## config.mk

```make
export PLATFORM = sky130hd
export DESIGN_NAME = sfifo_sync16
export DESIGN_NICKNAME = d
export VERILOG_FILES = /design/src/rtl/sfifo_sync16.sv
export SDC_FILE = /design/constraint.sdc
export NUM_CORES = 1
export LEC_CHECK = 0
export CORE_MARGIN = 3
export CORE_UTILIZATION = 55
export DETAILED_ROUTE_END_ITERATION = 8
export PLACE_DENSITY = 0.71
export SKIP_LAST_GASP = 1
export SLEW_MARGIN = 30
export SYNTH_ARGS = -nofsm -noshare
export SYNTH_HDL_FRONTEND = slang
export SYNTH_SLANG_ARGS = --single-unit
```

## constraint.sdc

```tcl
create_clock -name wb_clk_i -period 3.7 [get_ports wb_clk_i]
set_input_delay 0.74 -clock wb_clk_i [delete_from_list [all_inputs] [get_ports wb_clk_i]]
set_output_delay 0.74 -clock wb_clk_i [all_outputs]
set_load 0.1 [all_outputs]
```

## src/rtl/sfifo_sync16.sv

```systemverilog
// sfifo_sync16 -- synchronous first-word-fall-through FIFO for 16-bit host
// command words, feeding the WISHBONE SFIFO read interface (clk_500 domain).
//
// Ports:
//   wb_clk_i       clock (clk_500), rising edge
//   wb_rst_n_i     asynchronous active-low reset
//   flush_i        synchronous clear of contents (priority over wr_i/rd_i)
//   wr_i           push request
//   wr_data_i      push data
//   full_o         no free entry
//   almost_full_o  level_o >= DEPTH - AF_MARGIN
//   rd_i           pop request (one-cycle pulse from consumer)
//   rd_data_o      head word, valid whenever empty_o = 0 (async read)
//   empty_o        no stored word
//   level_o        stored word count, 0..DEPTH
//
// Optional feature, macro SFIFO_SYNC16_ERR_EN, adds:
//   ovf_o          sticky: push attempted while full with no pop
//   udf_o          sticky: pop attempted while empty
//   err_clr_i      synchronous clear of both flags (a set condition wins)
module sfifo_sync16 #(
    parameter int DW        = 16,
    parameter int AW        = 6,
    parameter int AF_MARGIN = 4
) (
    input  logic          wb_clk_i,
    input  logic          wb_rst_n_i,
    input  logic          flush_i,
    input  logic          wr_i,
    input  logic [DW-1:0] wr_data_i,
    output logic          full_o,
    output logic          almost_full_o,
    input  logic          rd_i,
    output logic [DW-1:0] rd_data_o,
    output logic          empty_o,
    output logic [AW:0]   level_o
`ifdef SFIFO_SYNC16_ERR_EN
    ,
    output logic          ovf_o,
    output logic          udf_o,
    input  logic          err_clr_i
`endif
);

    localparam int          DEPTH  = 1 << AW;
    localparam logic [AW:0] AF_LVL = (AW+1)'(DEPTH - AF_MARGIN);
    localparam logic [AW:0] ONE    = (AW+1)'(1);

    logic [DW-1:0] mem [DEPTH];

    logic [AW:0] wr_ptr_q, wr_ptr_d;
    logic [AW:0] rd_ptr_q, rd_ptr_d;
    logic [AW:0] level_q, level_d;
    logic        empty_q, empty_d;
    logic        full_q, full_d;
    logic        afull_q, afull_d;
    logic        push_ok, pop_ok;

    assign pop_ok  = rd_i & ~empty_q;
    // A pop in the same cycle frees the slot, so a push at full still lands.
    assign push_ok = wr_i & (~full_q | pop_ok);

    always_comb begin
        wr_ptr_d = wr_ptr_q;
        rd_ptr_d = rd_ptr_q;
        level_d  = level_q;
        if (flush_i) begin
            wr_ptr_d = '0;
            rd_ptr_d = '0;
            level_d  = '0;
        end else begin
            if (push_ok) wr_ptr_d = wr_ptr_q + ONE;
            if (pop_ok)  rd_ptr_d = rd_ptr_q + ONE;
            case ({push_ok, pop_ok})
                2'b10:   level_d = level_q + ONE;
                2'b01:   level_d = level_q - ONE;
                default: level_d = level_q;
            endcase
        end
        // Flags come from next-state values so they are registered, not decoded.
        empty_d = (wr_ptr_d == rd_ptr_d);
        full_d  = (wr_ptr_d[AW-1:0] == rd_ptr_d[AW-1:0]) &&
                  (wr_ptr_d[AW] != rd_ptr_d[AW]);
        afull_d = (level_d >= AF_LVL);
    end

    always_ff @(posedge wb_clk_i or negedge wb_rst_n_i) begin
        if (!wb_rst_n_i) begin
            wr_ptr_q <= '0;
            rd_ptr_q <= '0;
            level_q  <= '0;
            empty_q  <= 1'b1;
            full_q   <= 1'b0;
            afull_q  <= 1'b0;
        end else begin
            wr_ptr_q <= wr_ptr_d;
            rd_ptr_q <= rd_ptr_d;
            level_q  <= level_d;
            empty_q  <= empty_d;
            full_q   <= full_d;
            afull_q  <= afull_d;
        end
    end

    // Storage is not reset; distributed RAM with asynchronous read.
    always_ff @(posedge wb_clk_i) begin
        if (push_ok && !flush_i) mem[wr_ptr_q[AW-1:0]] <= wr_data_i;
    end

    assign rd_data_o     = mem[rd_ptr_q[AW-1:0]];
    assign empty_o       = empty_q;
    assign full_o        = full_q;
    assign almost_full_o = afull_q;
    assign level_o       = level_q;

`ifdef SFIFO_SYNC16_ERR_EN
    logic ovf_q, ovf_d;
    logic udf_q, udf_d;

    // Set beats clear; flush leaves the flags alone.
    always_comb begin
        ovf_d = ovf_q;
        udf_d = udf_q;
        if (err_clr_i) begin
            ovf_d = 1'b0;
            udf_d = 1'b0;
        end
        if (wr_i & full_q & ~pop_ok) ovf_d = 1'b1;
        if (rd_i & empty_q)          udf_d = 1'b1;
    end

    always_ff @(posedge wb_clk_i or negedge wb_rst_n_i) begin
        if (!wb_rst_n_i) begin
            ovf_q <= 1'b0;
            udf_q <= 1'b0;
        end else begin
            ovf_q <= ovf_d;
            udf_q <= udf_d;
        end
    end

    assign ovf_o = ovf_q;
    assign udf_o = udf_q;
`endif

endmodule

```

==> impl_results.html, run 1 <==
<table>
<tr><th>Metric</th><th>Value</th></tr>
<tr><th colspan="2">Finish</th></tr>
<tr><td>Fin nets</td><td>approximately 2000</td></tr>
<tr><td>Layout cells sized above 1</td><td>0.382</td></tr>
<tr><td>Commonest non-fill, non-tap cell in the layout</td><td>sky130_fd_sc_hd__edfxtp_1</td></tr>
<tr><td>Synth-to-Final Area Change</td><td>18.0%</td></tr>
<tr><td>Final Cell Area</td><td>between 40000 and 50000 um2</td></tr>
<tr><td>Most frequent cells in the layout</td><td>1024 x sky130_fd_sc_hd__edfxtp_1, 315 x sky130_fd_sc_hd__mux4_2, 150 x sky130_fd_sc_hd__buf_4</td></tr>
<tr><th colspan="2">Clock tree</th></tr>
<tr><td>Hold-fix buffer count after cts</td><td>0</td></tr>
<tr><td>TritonCTS clock tree</td><td>done</td></tr>
<tr><td>Clock network latency to the later pin of the worst-skew pair</td><td>0.67 ns</td></tr>
<tr><td>Clock sink count</td><td>about 1000</td></tr>
<tr><td>Clock Pin Slew Worst Setup and Hold Paths</td><td>about 0.06 ns</td></tr>
<tr><td>CTS root buffer</td><td>sky130_fd_sc_hd__clkbuf_16</td></tr>
<tr><td>Clock Tree Buf Depth</td><td>3</td></tr>
<tr><td>Number of clock buffers inserted by TritonCTS</td><td>between 100 and 150</td></tr>
<tr><td>Number of H-tree branching levels</td><td>3</td></tr>
<tr><th colspan="2">Routing</th></tr>
<tr><td>Wire length the detailed router placed on met1</td><td>37600 um</td></tr>
<tr><td>Count of unresolved DRC violations after routing</td><td>0</td></tr>
<tr><td>Met3 wirelength from detailed routing</td><td>about 11000 um</td></tr>
<tr><td>Highest metal layer with signal wires</td><td>met5</td></tr>
<tr><td>WL met2</td><td>about 49000 um</td></tr>
<tr><td>First-pass iteration count of the detailed router</td><td>5</td></tr>
<tr><td>Detailed-route wire length per cell</td><td>32.7 um</td></tr>
<tr><td>First-iteration detailed-routing DRC count</td><td>2576</td></tr>
<tr><td>Via density</td><td>roughly 6.5</td></tr>
<tr><td>Total routed wirelength</td><td>between 90000 and 100000 um</td></tr>
<tr><td>Overall via count from detail_route</td><td>roughly 20000</td></tr>
<tr><td>Detail Route Antenna Nets</td><td>0</td></tr>
<tr><th colspan="2">Floorplanning</th></tr>
<tr><td>Count of standard-cell rows</td><td>between 90 and 100</td></tr>
<tr><td>Starting Density</td><td>0.556</td></tr>
<tr><td>Die outline height</td><td>around 280 um</td></tr>
<tr><td>I/O pins</td><td>47</td></tr>
<tr><td>Die footprint</td><td>approximately 77000 um2</td></tr>
<tr><td>Horizontal die dimension</td><td>roughly 280 um</td></tr>
<tr><td>Std-Cell Core Area</td><td>73100 um2</td></tr>
<tr><th colspan="2">Place</th></tr>
<tr><td>Placement Cell Area</td><td>43700 um2</td></tr>
<tr><td>RD Place Congestion</td><td>a little over 0.8</td></tr>
<tr><td>Count of port buffers added during placement</td><td>46</td></tr>
<tr><td>Setup slack at placement</td><td>0.182 ns</td></tr>
<tr><td>Detailed placer's ending HPWL</td><td>approximately 55000 um</td></tr>
<tr><th colspan="2">STA</th></tr>
<tr><td>Post-Route Skew</td><td>about 0.027 ns</td></tr>
<tr><td>Setup_tns</td><td>-5.62 ns</td></tr>
<tr><td>Ratio of final minimum period to clock period</td><td>1.11</td></tr>
<tr><td>Fmax</td><td>about 0.24 GHz</td></tr>
<tr><td>Unrepaired setup endpoints after global routing</td><td>yes</td></tr>
<tr><td>Minimum period implied by the final worst setup slack</td><td>between 4 and 5 ns</td></tr>
<tr><td>Post-layout worst setup margin</td><td>-0.390 ns</td></tr>
<tr><td>Setup-failing EPs final</td><td>16</td></tr>
<tr><td>Final slew viol count</td><td>0</td></tr>
<tr><td>Final hold violation count</td><td>0</td></tr>
<tr><td>Normalized max-slew margin</td><td>0.332</td></tr>
<tr><td>Measured slew at the worst slew-check pin</td><td>around 1.0 ns</td></tr>
<tr><th colspan="2">Min path</th></tr>
<tr><td>Path type of the worst min-delay path</td><td>in2async</td></tr>
<tr><th colspan="2">Synth</th></tr>
<tr><td>Number of warnings reported in the yosys synthesis log</td><td>0</td></tr>
<tr><td>Sequential fraction of the synthesis area</td><td>0.771</td></tr>
<tr><td>Cell area after technology mapping</td><td>a little over 40000 um2</td></tr>
<tr><td>Net Count, Synth</td><td>between 1500 and 2000</td></tr>
<tr><td>Share of async-settable or async-resettable flops after synthesis</td><td>0.0229</td></tr>
<tr><td>Library cells used by synthesis</td><td>53</td></tr>
<tr><td>Synthesis-stage register bit count</td><td>between 1000 and 1500</td></tr>
<tr><td>Prevailing post-synth register cell</td><td>sky130_fd_sc_hd__edfxtp_1</td></tr>
<tr><td>Most area-hungry cell type in the Yosys netlist</td><td>sky130_fd_sc_hd__edfxtp_1</td></tr>
<tr><td>Mean area per synthesized cell</td><td>23.2 um2</td></tr>
<tr><td>Count of flip-flops with a built-in enable after synthesis</td><td>between 1000 and 1500</td></tr>
<tr><td>Number of instances in the synthesized netlist</td><td>about 1800</td></tr>
<tr><td>Top cells by area, synth</td><td>sky130_fd_sc_hd__edfxtp_1 76%, sky130_fd_sc_hd__mux4_2 17%, sky130_fd_sc_hd__dfrtp_1 1.4%, sky130_fd_sc_hd__nor2_1 0.85%, sky130_fd_sc_hd__a22oi_1 0.52%</td></tr>
<tr><td>Portion of synthesized cell area occupied by the leading cell type</td><td>0.756</td></tr>
<tr><th colspan="2">Setup path</th></tr>
<tr><td>Peak fanout along the critical path</td><td>8</td></tr>
<tr><td>CP Class</td><td>reg2out</td></tr>
<tr><td>Required time of the critical path</td><td>a little under 3 ns</td></tr>
<tr><td>Data arrival time at the worst-slack endpoint</td><td>approximately 3.4 ns</td></tr>
<tr><td>Nature of the critical path startpoint</td><td>flip-flop</td></tr>
<tr><td>Nature of the critical path endpoint</td><td>output pin</td></tr>
<tr><th colspan="2">Global route</th></tr>
<tr><td>Wire length of the first global-routing pass</td><td>roughly 140000 um</td></tr>
<tr><td>Total global-route track usage</td><td>0.258</td></tr>
<tr><td>Grt total ovfl</td><td>0</td></tr>
<tr><td>Via count of the first global-routing pass</td><td>about 20000</td></tr>
<tr><td>Initial antenna violation count</td><td>6</td></tr>
<tr><td>Largest net degree at the start of global routing</td><td>65</td></tr>
<tr><th colspan="2">Outcome</th></tr>
<tr><td>Violated checks</td><td>setup timing</td></tr>
<tr><td>Run status</td><td>complete, but fails checks</td></tr>
<tr><th colspan="2">Power</th></tr>
<tr><td>Leakage Power</td><td>about 15 nW</td></tr>
<tr><td>Cell area power density</td><td>between 500 and 600 nW/um2</td></tr>
<tr><td>IR drop worst, VDD</td><td>between 500 and 600 uV</td></tr>
<tr><td>Sum of internal, switching and leakage power</td><td>around 0.027 W</td></tr>
<tr><th colspan="2">Flow run</th></tr>
<tr><td>Count of max-cap constraint violations</td><td>0</td></tr>
</table>
## sequential cells by signal (all words and copies together), names as in the netlist
signal         count
empty_o            1
wr_ptr_q           7
almost_full_o      1
rd_ptr_q           7
full_o             1
mem             1024
level_o            7
## worst max-delay path: stages (launching register included)
cell                        delay [ns]
sky130_fd_sc_hd__dfrtp_4          0.49
sky130_fd_sc_hd__buf_12           0.15
sky130_fd_sc_hd__buf_4            0.15
sky130_fd_sc_hd__clkbuf_16        0.16
sky130_fd_sc_hd__buf_12           0.14
sky130_fd_sc_hd__mux4_2           0.51
sky130_fd_sc_hd__mux4_2           0.47
sky130_fd_sc_hd__a22oi_2          0.28
sky130_fd_sc_hd__nand2_2          0.13
sky130_fd_sc_hd__buf_12           0.19
## path summary, 6_finish.rpt
kind | cells past startpoint | start | slack (ns) | endpoint
worst max-delay path | 9 | rd_ptr_q[0] | -0.39 | rd_data_o[8]
worst min-delay path | 2 | wb_rst_n_i | 0.47 | rd_ptr_q[0]
worst max register to register | 12 | empty_o | 0.80 | almost_full_o
worst min register to register | 2 | rd_ptr_q[6] | 0.56 | rd_ptr_q[6]
max in group asynchronous | 2 | wb_rst_n_i | 2.92 | empty_o
min in group wb_clk_i | 2 | rd_ptr_q[6] | 0.56 | rd_ptr_q[6]
## cells by family (layout without fill, tap and decap cells)
logic type | Yosys count | count (layout) | synth area share
compound gates | 64 | 64 | 0.0111
xor+xnor | 25 | 25 | 0.00572
fa+ha+maj | 5 | 5 | 0.00154
buf+inv | 106 | 445 | 0.0130
flops | 1048 | 1048 | 0.771
mux | 328 | 328 | 0.178
other cells | 0 | 3 | 0
simple gates | 176 | 176 | 0.0197
## synth_stat cells, drive strengths merged, types with 3 or more instances
master	n
a21o	3
a21oi	7
a22oi	28
a31oi	3
and2	5
and3	3
buf	66
clkbuf	32
dfrtp	23
edfxtp	1024
ha	5
inv	8
mux2i	12
mux4	315
nand2	30
nand3	11
nand3b	4
nand4	4
nor2	92
nor2b	7
nor3	5
nor3b	3
o21ai	10
xnor2	14
xor2	10
## routing by layer
metal	track usage	vias to the layer above
met5	0	-
met3	0.0563	193
li1	-	7964
met4	0.0811	6
met1	0.372	10567
met2	0.405	1187
## power breakdown
group / internal (W) / leakage [nW] / switching [W]
clock: 0.00557 / 1.53 / 0.00430
sequential: 0.0131 / 9.53 / 0.0000604
combinational: 0.00177 / 3.86 / 0.00177
## through the flow
step           utilization  instances  hold slack [ns]
6_report             0.656       3053            0.470
5_1_grt              0.656       3051            0.486
4_1_cts              0.648       3019            0.446
3_5_place_dp         0.598       2815            0.533
3_3_place_gp         0.598       2815            0.537
2_1_floorplan            -       1752            0.444
## layout make-up
class                      instances  area (um2)
tap                              959        1200
sequential                      1048       31400
multi-input combinational        598        9100
inverter                           8        30.0
timing repair buffer             253        3120
antenna                            3        7.51
clock inverter                    54         432
fill                            4538       25100
clock buffer                     130        2710
## timing repair
action	in CTS	in global routing
setup endpoints to repair	16	16
setup buffers	14	25
cloned	6	10
resized for setup	29	52
pin swaps	5	22
Power figures use the tool's default switching activity.
==> inputs of run 2 (changes only) <==
- SLEW_MARGIN: 30 -> default
==> impl_results.html, run 2 (synthesis results as in run 1) <==
<table>
<tr><th>Metric</th><th>Value</th></tr>
<tr><th colspan="2">Outcome</th></tr>
<tr><td>Run status</td><td>complete, but fails checks</td></tr>
<tr><td>Violated checks</td><td>setup timing</td></tr>
<tr><th colspan="2">Place</th></tr>
<tr><td>Count of port buffers added during placement</td><td>46</td></tr>
<tr><td>Setup slack at placement</td><td>roughly 0.19 ns</td></tr>
<tr><td>RD Place Congestion</td><td>a little over 0.8</td></tr>
<tr><td>Detailed placer's ending HPWL</td><td>about 55000 um</td></tr>
<tr><th colspan="2">Global route</th></tr>
<tr><td>Initial antenna violation count</td><td>8</td></tr>
<tr><td>Largest net degree at the start of global routing</td><td>65</td></tr>
<tr><td>Total global-route track usage</td><td>0.260</td></tr>
<tr><td>Grt total ovfl</td><td>0</td></tr>
<tr><td>Wire length of the first global-routing pass</td><td>between 100000 and 150000 um</td></tr>
<tr><td>Via count of the first global-routing pass</td><td>20428</td></tr>
<tr><th colspan="2">Flow run</th></tr>
<tr><td>Count of max-cap constraint violations</td><td>0</td></tr>
<tr><th colspan="2">Finish</th></tr>
<tr><td>Fin nets</td><td>about 2000</td></tr>
<tr><td>Layout cells sized above 1</td><td>0.384</td></tr>
<tr><td>Most frequent cells in the layout</td><td>1024 x sky130_fd_sc_hd__edfxtp_1, 315 x sky130_fd_sc_hd__mux4_2, 122 x sky130_fd_sc_hd__buf_4</td></tr>
<tr><td>Commonest non-fill, non-tap cell in the layout</td><td>sky130_fd_sc_hd__edfxtp_1</td></tr>
<tr><td>Flip-flop count of the largest register, all copies and words added</td><td>between 1000 and 1500</td></tr>
<tr><td>Synth-to-Final Area Change</td><td>18.4%</td></tr>
<tr><th colspan="2">Routing</th></tr>
<tr><td>First-pass iteration count of the detailed router</td><td>5</td></tr>
<tr><td>Count of unresolved DRC violations after routing</td><td>0</td></tr>
<tr><td>Total routed wirelength</td><td>98100 um</td></tr>
<tr><td>Overall via count from detail_route</td><td>between 15000 and 20000</td></tr>
<tr><td>Via density</td><td>approximately 6.5</td></tr>
<tr><td>First-iteration detailed-routing DRC count</td><td>2519</td></tr>
<tr><td>Detail Route Antenna Nets</td><td>0</td></tr>
<tr><td>Detailed-route wire length per cell</td><td>~32 um</td></tr>
<tr><th colspan="2">Setup path</th></tr>
<tr><td>Reg-to-reg slack, setup</td><td>0.84 ns</td></tr>
<tr><td>Reg-to-reg critical path startpoint</td><td>empty_o</td></tr>
<tr><td>Required time of the critical path</td><td>around 3.0 ns</td></tr>
<tr><td>CP Class</td><td>reg2out</td></tr>
<tr><td>Data arrival time at the worst-slack endpoint</td><td>3.31 ns</td></tr>
<tr><td>Nature of the critical path startpoint</td><td>flip-flop</td></tr>
<tr><td>Critical path destination</td><td>rd_data_o[6]</td></tr>
<tr><td>Nature of the critical path endpoint</td><td>output pin</td></tr>
<tr><td>Peak fanout along the critical path</td><td>7</td></tr>
<tr><td>Worst setup startpoint</td><td>rd_ptr_q[0]</td></tr>
<tr><td>R2r worst-path depth</td><td>12</td></tr>
<tr><td>Reg-to-reg critical path endpoint</td><td>almost_full_o</td></tr>
<tr><th colspan="2">Clock tree</th></tr>
<tr><td>Number of H-tree branching levels</td><td>3</td></tr>
<tr><td>Number of clock buffers inserted by TritonCTS</td><td>just over 100</td></tr>
<tr><td>CTS root buffer</td><td>sky130_fd_sc_hd__clkbuf_16</td></tr>
<tr><td>Clock Pin Slew Worst Setup and Hold Paths</td><td>~0.060 ns</td></tr>
<tr><td>TritonCTS clock tree</td><td>done</td></tr>
<tr><td>Clock sink count</td><td>1048</td></tr>
<tr><td>Clock network latency to the later pin of the worst-skew pair</td><td>between 0.6 and 0.7 ns</td></tr>
<tr><td>Clock Tree Buf Depth</td><td>3</td></tr>
<tr><th colspan="2">STA</th></tr>
<tr><td>Setup_tns</td><td>-4.64 ns</td></tr>
<tr><td>Minimum period implied by the final worst setup slack</td><td>between 4 and 5 ns</td></tr>
<tr><td>Final slew viol count</td><td>0</td></tr>
<tr><td>Ratio of final minimum period to clock period</td><td>1.10</td></tr>
<tr><td>Measured slew at the worst slew-check pin</td><td>about 1.4 ns</td></tr>
<tr><td>Normalized max-slew margin</td><td>0.0927</td></tr>
<tr><td>Fmax</td><td>roughly 0.25 GHz</td></tr>
<tr><td>Final hold violation count</td><td>0</td></tr>
<tr><td>Setup-failing EPs final</td><td>16</td></tr>
<tr><td>Post-Route Skew</td><td>roughly 0.013 ns</td></tr>
<tr><td>Post-layout worst setup margin</td><td>-0.353 ns</td></tr>
<tr><td>Unrepaired setup endpoints after global routing</td><td>yes</td></tr>
<tr><th colspan="2">Floorplanning</th></tr>
<tr><td>Die footprint</td><td>between 70000 and 80000 um2</td></tr>
<tr><td>I/O pins</td><td>47</td></tr>
<tr><td>Starting Density</td><td>0.556</td></tr>
<tr><td>Die outline height</td><td>~280 um</td></tr>
<tr><td>Horizontal die dimension</td><td>approximately 280 um</td></tr>
<tr><td>Std-Cell Core Area</td><td>between 70000 and 80000 um2</td></tr>
<tr><td>Count of standard-cell rows</td><td>99</td></tr>
<tr><th colspan="2">Power</th></tr>
<tr><td>Power share of the sequential group</td><td>0.480</td></tr>
<tr><td>Cell area power density</td><td>about 570 nW/um2</td></tr>
<tr><td>Sum of internal, switching and leakage power</td><td>between 0.02 and 0.03 W</td></tr>
<tr><td>Sw Share</td><td>0.224</td></tr>
<tr><td>Switching power total</td><td>about 0.0061 W</td></tr>
<tr><td>Leakage Power</td><td>~15 nW</td></tr>
<tr><td>Combinational Power Share</td><td>0.126</td></tr>
<tr><td>Clk pwr share</td><td>0.393</td></tr>
<tr><td>IR drop worst, VDD</td><td>804 uV</td></tr>
<tr><td>Internal power</td><td>between 0.02 and 0.025 W</td></tr>
<tr><th colspan="2">Min path</th></tr>
<tr><td>Path type of the worst min-delay path</td><td>in2async</td></tr>
</table>
run 2: how the worst min path moves through the flow:
stage                      from  slack, ns             to  cells past startpoint
floorplan            wb_rst_n_i       0.44  almost_full_o                      0
global placement    wr_ptr_q[6]       0.54    wr_ptr_q[6]                      2
detailed placement  wr_ptr_q[6]       0.53    wr_ptr_q[6]                      2
CTS                  wb_rst_n_i       0.46    wr_ptr_q[4]                      2
global route         wb_rst_n_i       0.50    rd_ptr_q[2]                      2
finish               wb_rst_n_i       0.48     level_o[5]                      2
run 2: timing repair:
| action | CTS | global route |
|---|---|---|
| gates cloned | 10 | 1 |
| setup endpoints to repair | 16 | 16 |
| hold buffers | 0 | 0 |
| buffers inserted | 25 | 2 |
| gates resized for setup | 71 | 6 |
| pin swaps | 29 | 7 |
run 2: cell type report:
class                           instances  area, um2
Clock buffer                          121       2720
Clock inverter                         67        781
Inverter                                8       30.0
Timing Repair Buffer                  238       2930
Multi-Input combinational cell        598       9080
Tap cell                              959       1200
Sequential cell                      1048      31400
Fill cell                            4514      25000
Antenna cell                            3       7.51
run 2: critical path: stages, from the launching register on:
cell and delay [ns]:
sky130_fd_sc_hd__dfrtp_4 0.53, sky130_fd_sc_hd__buf_12 0.17, sky130_fd_sc_hd__buf_16 0.15, sky130_fd_sc_hd__buf_12 0.13, sky130_fd_sc_hd__mux4_2 0.46, sky130_fd_sc_hd__mux4_2 0.59, sky130_fd_sc_hd__a22oi_2 0.33, sky130_fd_sc_hd__nand2_2 0.13
sky130_fd_sc_hd__buf_12 0.18
run 2: through the flow:
stage / instance area, um2 / utilization / hold WS (ns) / std cells
after floorplan: 40700 / - / 0.444 / 1752
after global placement: 43700 / 0.598 / 0.537 / 2815
after detailed placement: 43700 / 0.598 / 0.533 / 2815
after CTS: 48100 / 0.658 / 0.463 / 3037
after global routing: 48100 / 0.658 / 0.496 / 3039
final: 48100 / 0.658 / 0.479 / 3042
run 2: power groups by stage:
stage / sequential (W) / clock (W) / combinational, W
after CTS: 0.0131 / 0.0109 / 0.00347
after global routing: 0.0131 / 0.0114 / 0.00363
after global placement: 0.0134 / 0 / 0.00296
after detailed placement: 0.0134 / 0 / 0.00300
after floorplan: 0.0135 / 0 / 0.00189
final: 0.0131 / 0.0108 / 0.00346
run 2: routing by layer:
metal	part of all wire	track usage	routed length, um	vias to the layer above
li1	-	-	-	7946
met1	0.38	0.375	37400	10625
met2	0.50	0.415	48600	1070
met3	0.10	0.0564	9810	172
met4	0.023	0.0666	2240	10
met5	0.00062	0	61	-
